[src/rtl/seg7_pkg.sv]
// rtl/seg7_pkg.sv - seven-segment pattern and BCD code constants shared by encode/decode paths
package seg7_pkg;

  localparam logic [6:0] SEG_0     = 7'h3F;
  localparam logic [6:0] SEG_1     = 7'h06;
  localparam logic [6:0] SEG_2     = 7'h5B;
  localparam logic [6:0] SEG_3     = 7'h4F;
  localparam logic [6:0] SEG_4     = 7'h66;
  localparam logic [6:0] SEG_5     = 7'h6D;
  localparam logic [6:0] SEG_6     = 7'h7D;
  localparam logic [6:0] SEG_7     = 7'h07;
  localparam logic [6:0] SEG_8     = 7'h7F;
  localparam logic [6:0] SEG_9     = 7'h6F;
  localparam logic [6:0] SEG_BLANK = 7'h00;

  localparam logic [3:0] BCD_BLANK = 4'hF;
  localparam logic [3:0] BCD_ERR   = 4'hE;

  typedef struct packed {
    logic [3:0] code;
    logic       err;
  } seg_decode_t;

  // True when exactly one bit is set; narrower strobe buses are zero-extended by the caller.
  function automatic logic is_onehot(input logic [7:0] v);
    return (v != 8'd0) && ((v & (v - 8'd1)) == 8'd0);
  endfunction

endpackage

[src/rtl/seg7_to_bcd.sv]
// rtl/seg7_to_bcd.sv - combinational segment pattern to BCD code lookup
module seg7_to_bcd
  import seg7_pkg::*;
(
  input  logic [6:0]  seg_i,
  output seg_decode_t dec_o
);

  always_comb begin
    dec_o.err = 1'b0;
    case (seg_i)
      SEG_0:     dec_o.code = 4'd0;
      SEG_1:     dec_o.code = 4'd1;
      SEG_2:     dec_o.code = 4'd2;
      SEG_3:     dec_o.code = 4'd3;
      SEG_4:     dec_o.code = 4'd4;
      SEG_5:     dec_o.code = 4'd5;
      SEG_6:     dec_o.code = 4'd6;
      SEG_7:     dec_o.code = 4'd7;
      SEG_8:     dec_o.code = 4'd8;
      SEG_9:     dec_o.code = 4'd9;
      SEG_BLANK: dec_o.code = BCD_BLANK;
      default: begin
        dec_o.code = BCD_ERR;
        dec_o.err  = 1'b1;
      end
    endcase
  end

endmodule

[src/rtl/seg7_scan_decoder.sv]
// rtl/seg7_scan_decoder.sv - recovers packed BCD frames from a multiplexed seven-segment bus
module seg7_scan_decoder
  import seg7_pkg::*;
#(
  parameter int NDIGITS       = 4,
  parameter int STABLE_CYCLES = 3
) (
  input  logic                   clk,
  input  logic                   rst_n,
  input  logic [6:0]             seg,
  input  logic [NDIGITS-1:0]     dig_en,
  output logic [4*NDIGITS-1:0]   bcd,
  output logic                   frame_valid,
  output logic                   frame_err,
  output logic                   strobe_err
);

  localparam logic [3:0] CAP_AT = 4'(STABLE_CYCLES - 1);

  logic [NDIGITS-1:0]   prev_dig_q;
  logic [6:0]           prev_seg_q;
  logic [3:0]           cnt_q, cnt_d;
  logic                 captured_q, captured_d;
  logic [4*NDIGITS-1:0] shadow_q, shadow_d;
  logic [NDIGITS-1:0]   seen_q, seen_d;
  logic [NDIGITS-1:0]   err_q, err_d;
  logic [4*NDIGITS-1:0] bcd_q, bcd_d;
  logic                 frame_valid_q, frame_valid_d;
  logic                 frame_err_q, frame_err_d;
  logic                 strobe_err_q, strobe_err_d;

  logic        onehot, multi, same, capture;
  seg_decode_t dec;

  seg7_to_bcd u_dec (
    .seg_i (seg),
    .dec_o (dec)
  );

  assign onehot = is_onehot(8'(dig_en));
  assign multi  = (|dig_en) && !onehot;
  assign same   = (dig_en == prev_dig_q) && (seg == prev_seg_q);

  always_comb begin
    cnt_d         = 4'd0;
    captured_d    = 1'b0;
    capture       = 1'b0;
    shadow_d      = shadow_q;
    seen_d        = seen_q;
    err_d         = err_q;
    bcd_d         = bcd_q;
    frame_err_d   = frame_err_q;
    frame_valid_d = 1'b0;
    strobe_err_d  = strobe_err_q | multi;

    // A new pair restarts the count at 0, so cnt_d is the cycle index within the slot.
    if (onehot) begin
      if (same) begin
        cnt_d = (cnt_q == 4'hF) ? cnt_q : cnt_q + 4'd1;
      end
      capture    = (cnt_d == CAP_AT) && !(same && captured_q);
      captured_d = (same && captured_q) || capture;
    end

    if (capture) begin
      for (int i = 0; i < NDIGITS; i++) begin
        if (dig_en[i]) begin
          shadow_d[4*i +: 4] = dec.code;
          seen_d[i]          = 1'b1;
          err_d[i]           = dec.err;
        end
      end
    end

    if (&seen_d) begin
      bcd_d         = shadow_d;
      frame_err_d   = |err_d;
      frame_valid_d = 1'b1;
      seen_d        = '0;
      err_d         = '0;
    end
  end

  always_ff @(posedge clk or negedge rst_n) begin
    if (!rst_n) begin
      prev_dig_q    <= '0;
      prev_seg_q    <= '0;
      cnt_q         <= '0;
      captured_q    <= 1'b0;
      shadow_q      <= '0;
      seen_q        <= '0;
      err_q         <= '0;
      bcd_q         <= '0;
      frame_valid_q <= 1'b0;
      frame_err_q   <= 1'b0;
      strobe_err_q  <= 1'b0;
    end else begin
      prev_dig_q    <= dig_en;
      prev_seg_q    <= seg;
      cnt_q         <= cnt_d;
      captured_q    <= captured_d;
      shadow_q      <= shadow_d;
      seen_q        <= seen_d;
      err_q         <= err_d;
      bcd_q         <= bcd_d;
      frame_valid_q <= frame_valid_d;
      frame_err_q   <= frame_err_d;
      strobe_err_q  <= strobe_err_d;
    end
  end

  assign bcd         = bcd_q;
  assign frame_valid = frame_valid_q;
  assign frame_err   = frame_err_q;
  assign strobe_err  = strobe_err_q;

endmodule

[config.mk]
export PLATFORM = sky130hd
export DESIGN_NAME = seg7_scan_decoder
export DESIGN_NICKNAME = d
export VERILOG_FILES = /design/src/rtl/seg7_pkg.sv /design/src/rtl/seg7_to_bcd.sv /design/src/rtl/seg7_scan_decoder.sv
export SDC_FILE = /design/constraint.sdc
export NUM_CORES = 1
export LEC_CHECK = 0
export ABC_AREA = 1
export CORE_MARGIN = 2
export CORE_UTILIZATION = 30
export CTS_CLUSTER_DIAMETER = 200
export DETAILED_ROUTE_END_ITERATION = 10
export GPL_TIMING_DRIVEN = 0
export PLACE_DENSITY = 0.54
export SLEW_MARGIN = 20
export SYNTH_ARGS = -nofsm -noshare
export SYNTH_HDL_FRONTEND = slang
export SYNTH_HIERARCHICAL = 1
export SYNTH_SLANG_ARGS = --single-unit
[constraint.sdc]
create_clock -name clk -period 4.3 [get_ports clk]
set_input_delay 1.075 -clock clk [delete_from_list [all_inputs] [get_ports clk]]
set_output_delay 1.075 -clock clk [all_outputs]
set_load 0.005 [all_outputs]
==> results.toml <==
[clock_network]
clock_tree_from_tritoncts = "done"
postCtsHoldBufs = 0
ctsLongestPathBuffers = 2
clock_slew_at_reported_path_ffs_ns = 0.07
tritoncts.num_buffers = 9
cts_htree_levels = 3
clkLatencyLatePin_ns = 0.34
post_cts.repair.setup_buffers = 0
cts.root.buffer_cell = "sky130_fd_sc_hd__clkbuf_8"
clock_sinks = 59
post_cts_resized = 0

[hold_path]
holdPathStages = 2
hold_path.class = "register to register"

[yosys]
synth-main-ff-cell = "sky130_fd_sc_hd__dfrtp_1"
netlist-cell-type-count = 24
synth.yosys.seq_area_share_pct = 52.7
syn_avg_cell_area_um2 = 7.79
yosys.area.top_type = "sky130_fd_sc_hd__dfrtp_1"
synthCells = 360
synth.top_cells.by_count = "160 x sky130_fd_sc_hd__nand2_1, 59 x sky130_fd_sc_hd__dfrtp_1, 37 x sky130_fd_sc_hd__inv_1"
number_of_synthesized_flops_with_an_enable_pin = 0
synthesis.yosys.warnings = 6
post_synth_instance_area_um2 = 2800
synth_top_area_share_pct = 52.7
synthMostInstantiatedCell = "sky130_fd_sc_hd__nand2_1"
mappedNetlistNets = 374
number_of_storage_elements_in_the_synthesis_netlist = 59
async_flop_share_pct = 100
synth_area_leaders = "sky130_fd_sc_hd__dfrtp_1 53%, sky130_fd_sc_hd__nand2_1 21%, sky130_fd_sc_hd__inv_1 5.0%"

[detailed_routing]
drc = 0
ant_nets = 0
firstDrtPassIters = 4
wl_met2_um = 2690
topRoutingLayerUsed = "met4"
via_count = 2288
wirelength_um = 5800
met3RoutedLength_um = 208
routed_via_density = 4.42
dr.first_iter.drc_count = 85
detail_route.wirelength.met1_um = 2800
route.detailed.wl_per_inst_um = 11.2

[die]
floorplan.core_area_um2 = 9150
std_cell_rows = 35
initial_core_util_pct = 30.6
pin_count = 32
fp.dieW_um = 101
die_height_um = 101
die_area_um2 = 10100

[setup_path]
cp_slowest_cell = "sky130_fd_sc_hd__clkdlybuf4s50_1"
timing.critical_path.arrival_ns = 3.42
crit_path_start_kind = "input pin"
crit_buf_inv = 4
critical_path_required_time_ns = 4.54
cpMostUsedCell = "sky130_fd_sc_hd__nand2_1"
cpPeakStageDelay_ns = 0.68
critical_path.cell_chain = "clkdlybuf4s50_1 > inv_1 > nand2_1 > nand2_1 > nor2_1 > nand2_1 > nor2_2 > nand4_2 > nor2_4 > nand2_1 > nand2_1 > nand2_1 > nor2_8 > inv_4 > buf_6 > nand2_1 > nand2_1"
critical_path_peak_fanout = 10
ff2ff_path_depth = 16
worst_setup_path_end_kind = "register"
critPathKind = "input pin to register"
critical_path.top_delay_family = "simple AND/OR/NAND/NOR gates"
cp.depth = 17

[cells_and_area]
num-fill-cells = 946
antenna_cells = 0
area.growth.synth_to_final_pct = 22.6
drive_gt1_share_pct = 9.58
multi_input_area_um2 = 1120
final_nets = 417
reg_area_um2 = 1480

[power]
switching_part_of_the_total_pct = 25.3
power.ir.vdd_worst_v = 0.000162
power.density_cell_area_nw_per_um2 = 313
totalPowerFinal_mw = 1.08
p_int_mw = 0.804
total_leakage_power_nw = 1.85
sequential_power_share_pct = 52.3
total_switching_power_mw = 0.272
combPwrFrac_pct = 6.9
clock_power_share_pct = 40.8

[timing]
fmax_ghz = 0.314
fin_worst_skew_ns = 0.00613
post-route-min-period_ns = 3.18
period_share_pct = 74.0
whs_ns = 0.469
final-setup-viol-count = 0
timing.slew.headroom_pct = 76.5
worst_pin_slew_ns = 0.351
tns_ns = 0
rsz_0062_raised_after_global_routing = "no"
slew_viols_final = 0
hold_violations = 0

[place]
finalWeightedCongestion = 0.850
place_hpwl_um = 4170
portBuffers = 31

[global_route]
number_of_global_route_vias_before_repair = 2305
antenna_found_initial = 0
grt.overflow.total = 0
grt_pass1_wl_um = 10200
grt_max_degree = 38
grt.total_usage_pct = 12.9

[job]
cap_violations = 0

[run_status]
run_status = "finished clean"
## through the flow
step | area, µm² | instances | utilization (%) | setup WS [ns]
global placement | 3250 | 502 | 35.5 | 0.113
global route | 3440 | 518 | 37.6 | 0.857
CTS | 3440 | 518 | 37.6 | 1.12
detailed placement | 3270 | 503 | 35.7 | 0.753
finish | 3440 | 518 | 37.6 | 1.12
floorplan | 2800 | 360 | - | 1.73
## worst min-delay path, stage by stage (launching register included)
cell	delay (ns)
sky130_fd_sc_hd__dfrtp_1	0.35
sky130_fd_sc_hd__inv_1	0.04
sky130_fd_sc_hd__nand2_1	0.05
## path summary, 6_finish.rpt
kind,from,to,slack (ns)
setup / recovery,seg[1],bcd[6],1.12
hold / removal,strobe_err,strobe_err,0.47
setup reg to reg,cnt_q[0],bcd[6],1.85
hold reg to reg,strobe_err,strobe_err,0.47
max in group asynchronous,rst_n,bcd[14],3.18
min in group asynchronous,rst_n,prev_seg_q[6],0.62
## cells in the final DEF, fill, tap and decap left out, types with 3 or more instances in the layout
cell type | synthesis | layout
sky130_fd_sc_hd__a21oi_1 | 12 | 12
sky130_fd_sc_hd__buf_2 | 4 | 4
sky130_fd_sc_hd__buf_6 | 3 | 3
sky130_fd_sc_hd__clkbuf_8 | 0 | 10
sky130_fd_sc_hd__clkdlybuf4s50_1 | 0 | 30
sky130_fd_sc_hd__clkinv_2 | 0 | 3
sky130_fd_sc_hd__dfrtp_1 | 59 | 59
sky130_fd_sc_hd__inv_1 | 37 | 37
sky130_fd_sc_hd__nand2_1 | 160 | 160
sky130_fd_sc_hd__nand2_2 | 4 | 4
sky130_fd_sc_hd__nand3_1 | 15 | 15
sky130_fd_sc_hd__nor2_1 | 28 | 28
sky130_fd_sc_hd__o21ai_0 | 18 | 18
sky130_fd_sc_hd__xnor2_1 | 5 | 5
## final cells by class
cell class / instances / area share [%]
Clock buffer: 10 / 4.00
Clock inverter: 5 / 0.873
Tap cell: 111 / 4.04
Multi-Input combinational cell: 255 / 32.7
Timing Repair Buffer: 32 / 9.53
Inverter: 39 / 4.33
Buffer: 7 / 1.56
Sequential cell: 59 / 42.9
## sequential cells by signal, summed over array words and instances, names as in the netlist
signal and cells:
shadow_q 16, cnt_q 4, frame_valid 1, seen_q 4, captured_q 1, frame_err 1
err_q 4, strobe_err 1, prev_dig_q 4, bcd 16, prev_seg_q 7
## layer usage
metal | vias to the layer above | track usage, %
met4 | 0 | 5.69
met1 | 1056 | 15.8
met3 | 8 | 3.68
met5 | - | 0
li1 | 1185 | -
met2 | 39 | 21.1
## power by group through the flow
stage | clock network, mW | logic [mW] | registers (mW)
2_1_floorplan | 0 | 0.0339 | 0.573
3_3_place_gp | 0 | 0.0718 | 0.573
3_5_place_dp | 0 | 0.0755 | 0.574
4_1_cts | 0.455 | 0.0758 | 0.563
5_1_grt | 0.480 | 0.0842 | 0.563
6_report | 0.439 | 0.0740 | 0.563
## cells by family (layout without fill, tap and decap cells)
kind of cell    after synthesis  count (layout)  synth area share (%)
flops                        59              59                  52.7
xor+xnor                      6               6                  1.87
buf+inv                      46              93                  7.23
simple gates                217             217                  32.1
fa+ha+maj                     1               1                 0.446
compound gates               31              31                  5.67
No activity file was read; power rests on OpenSTA's default activity.
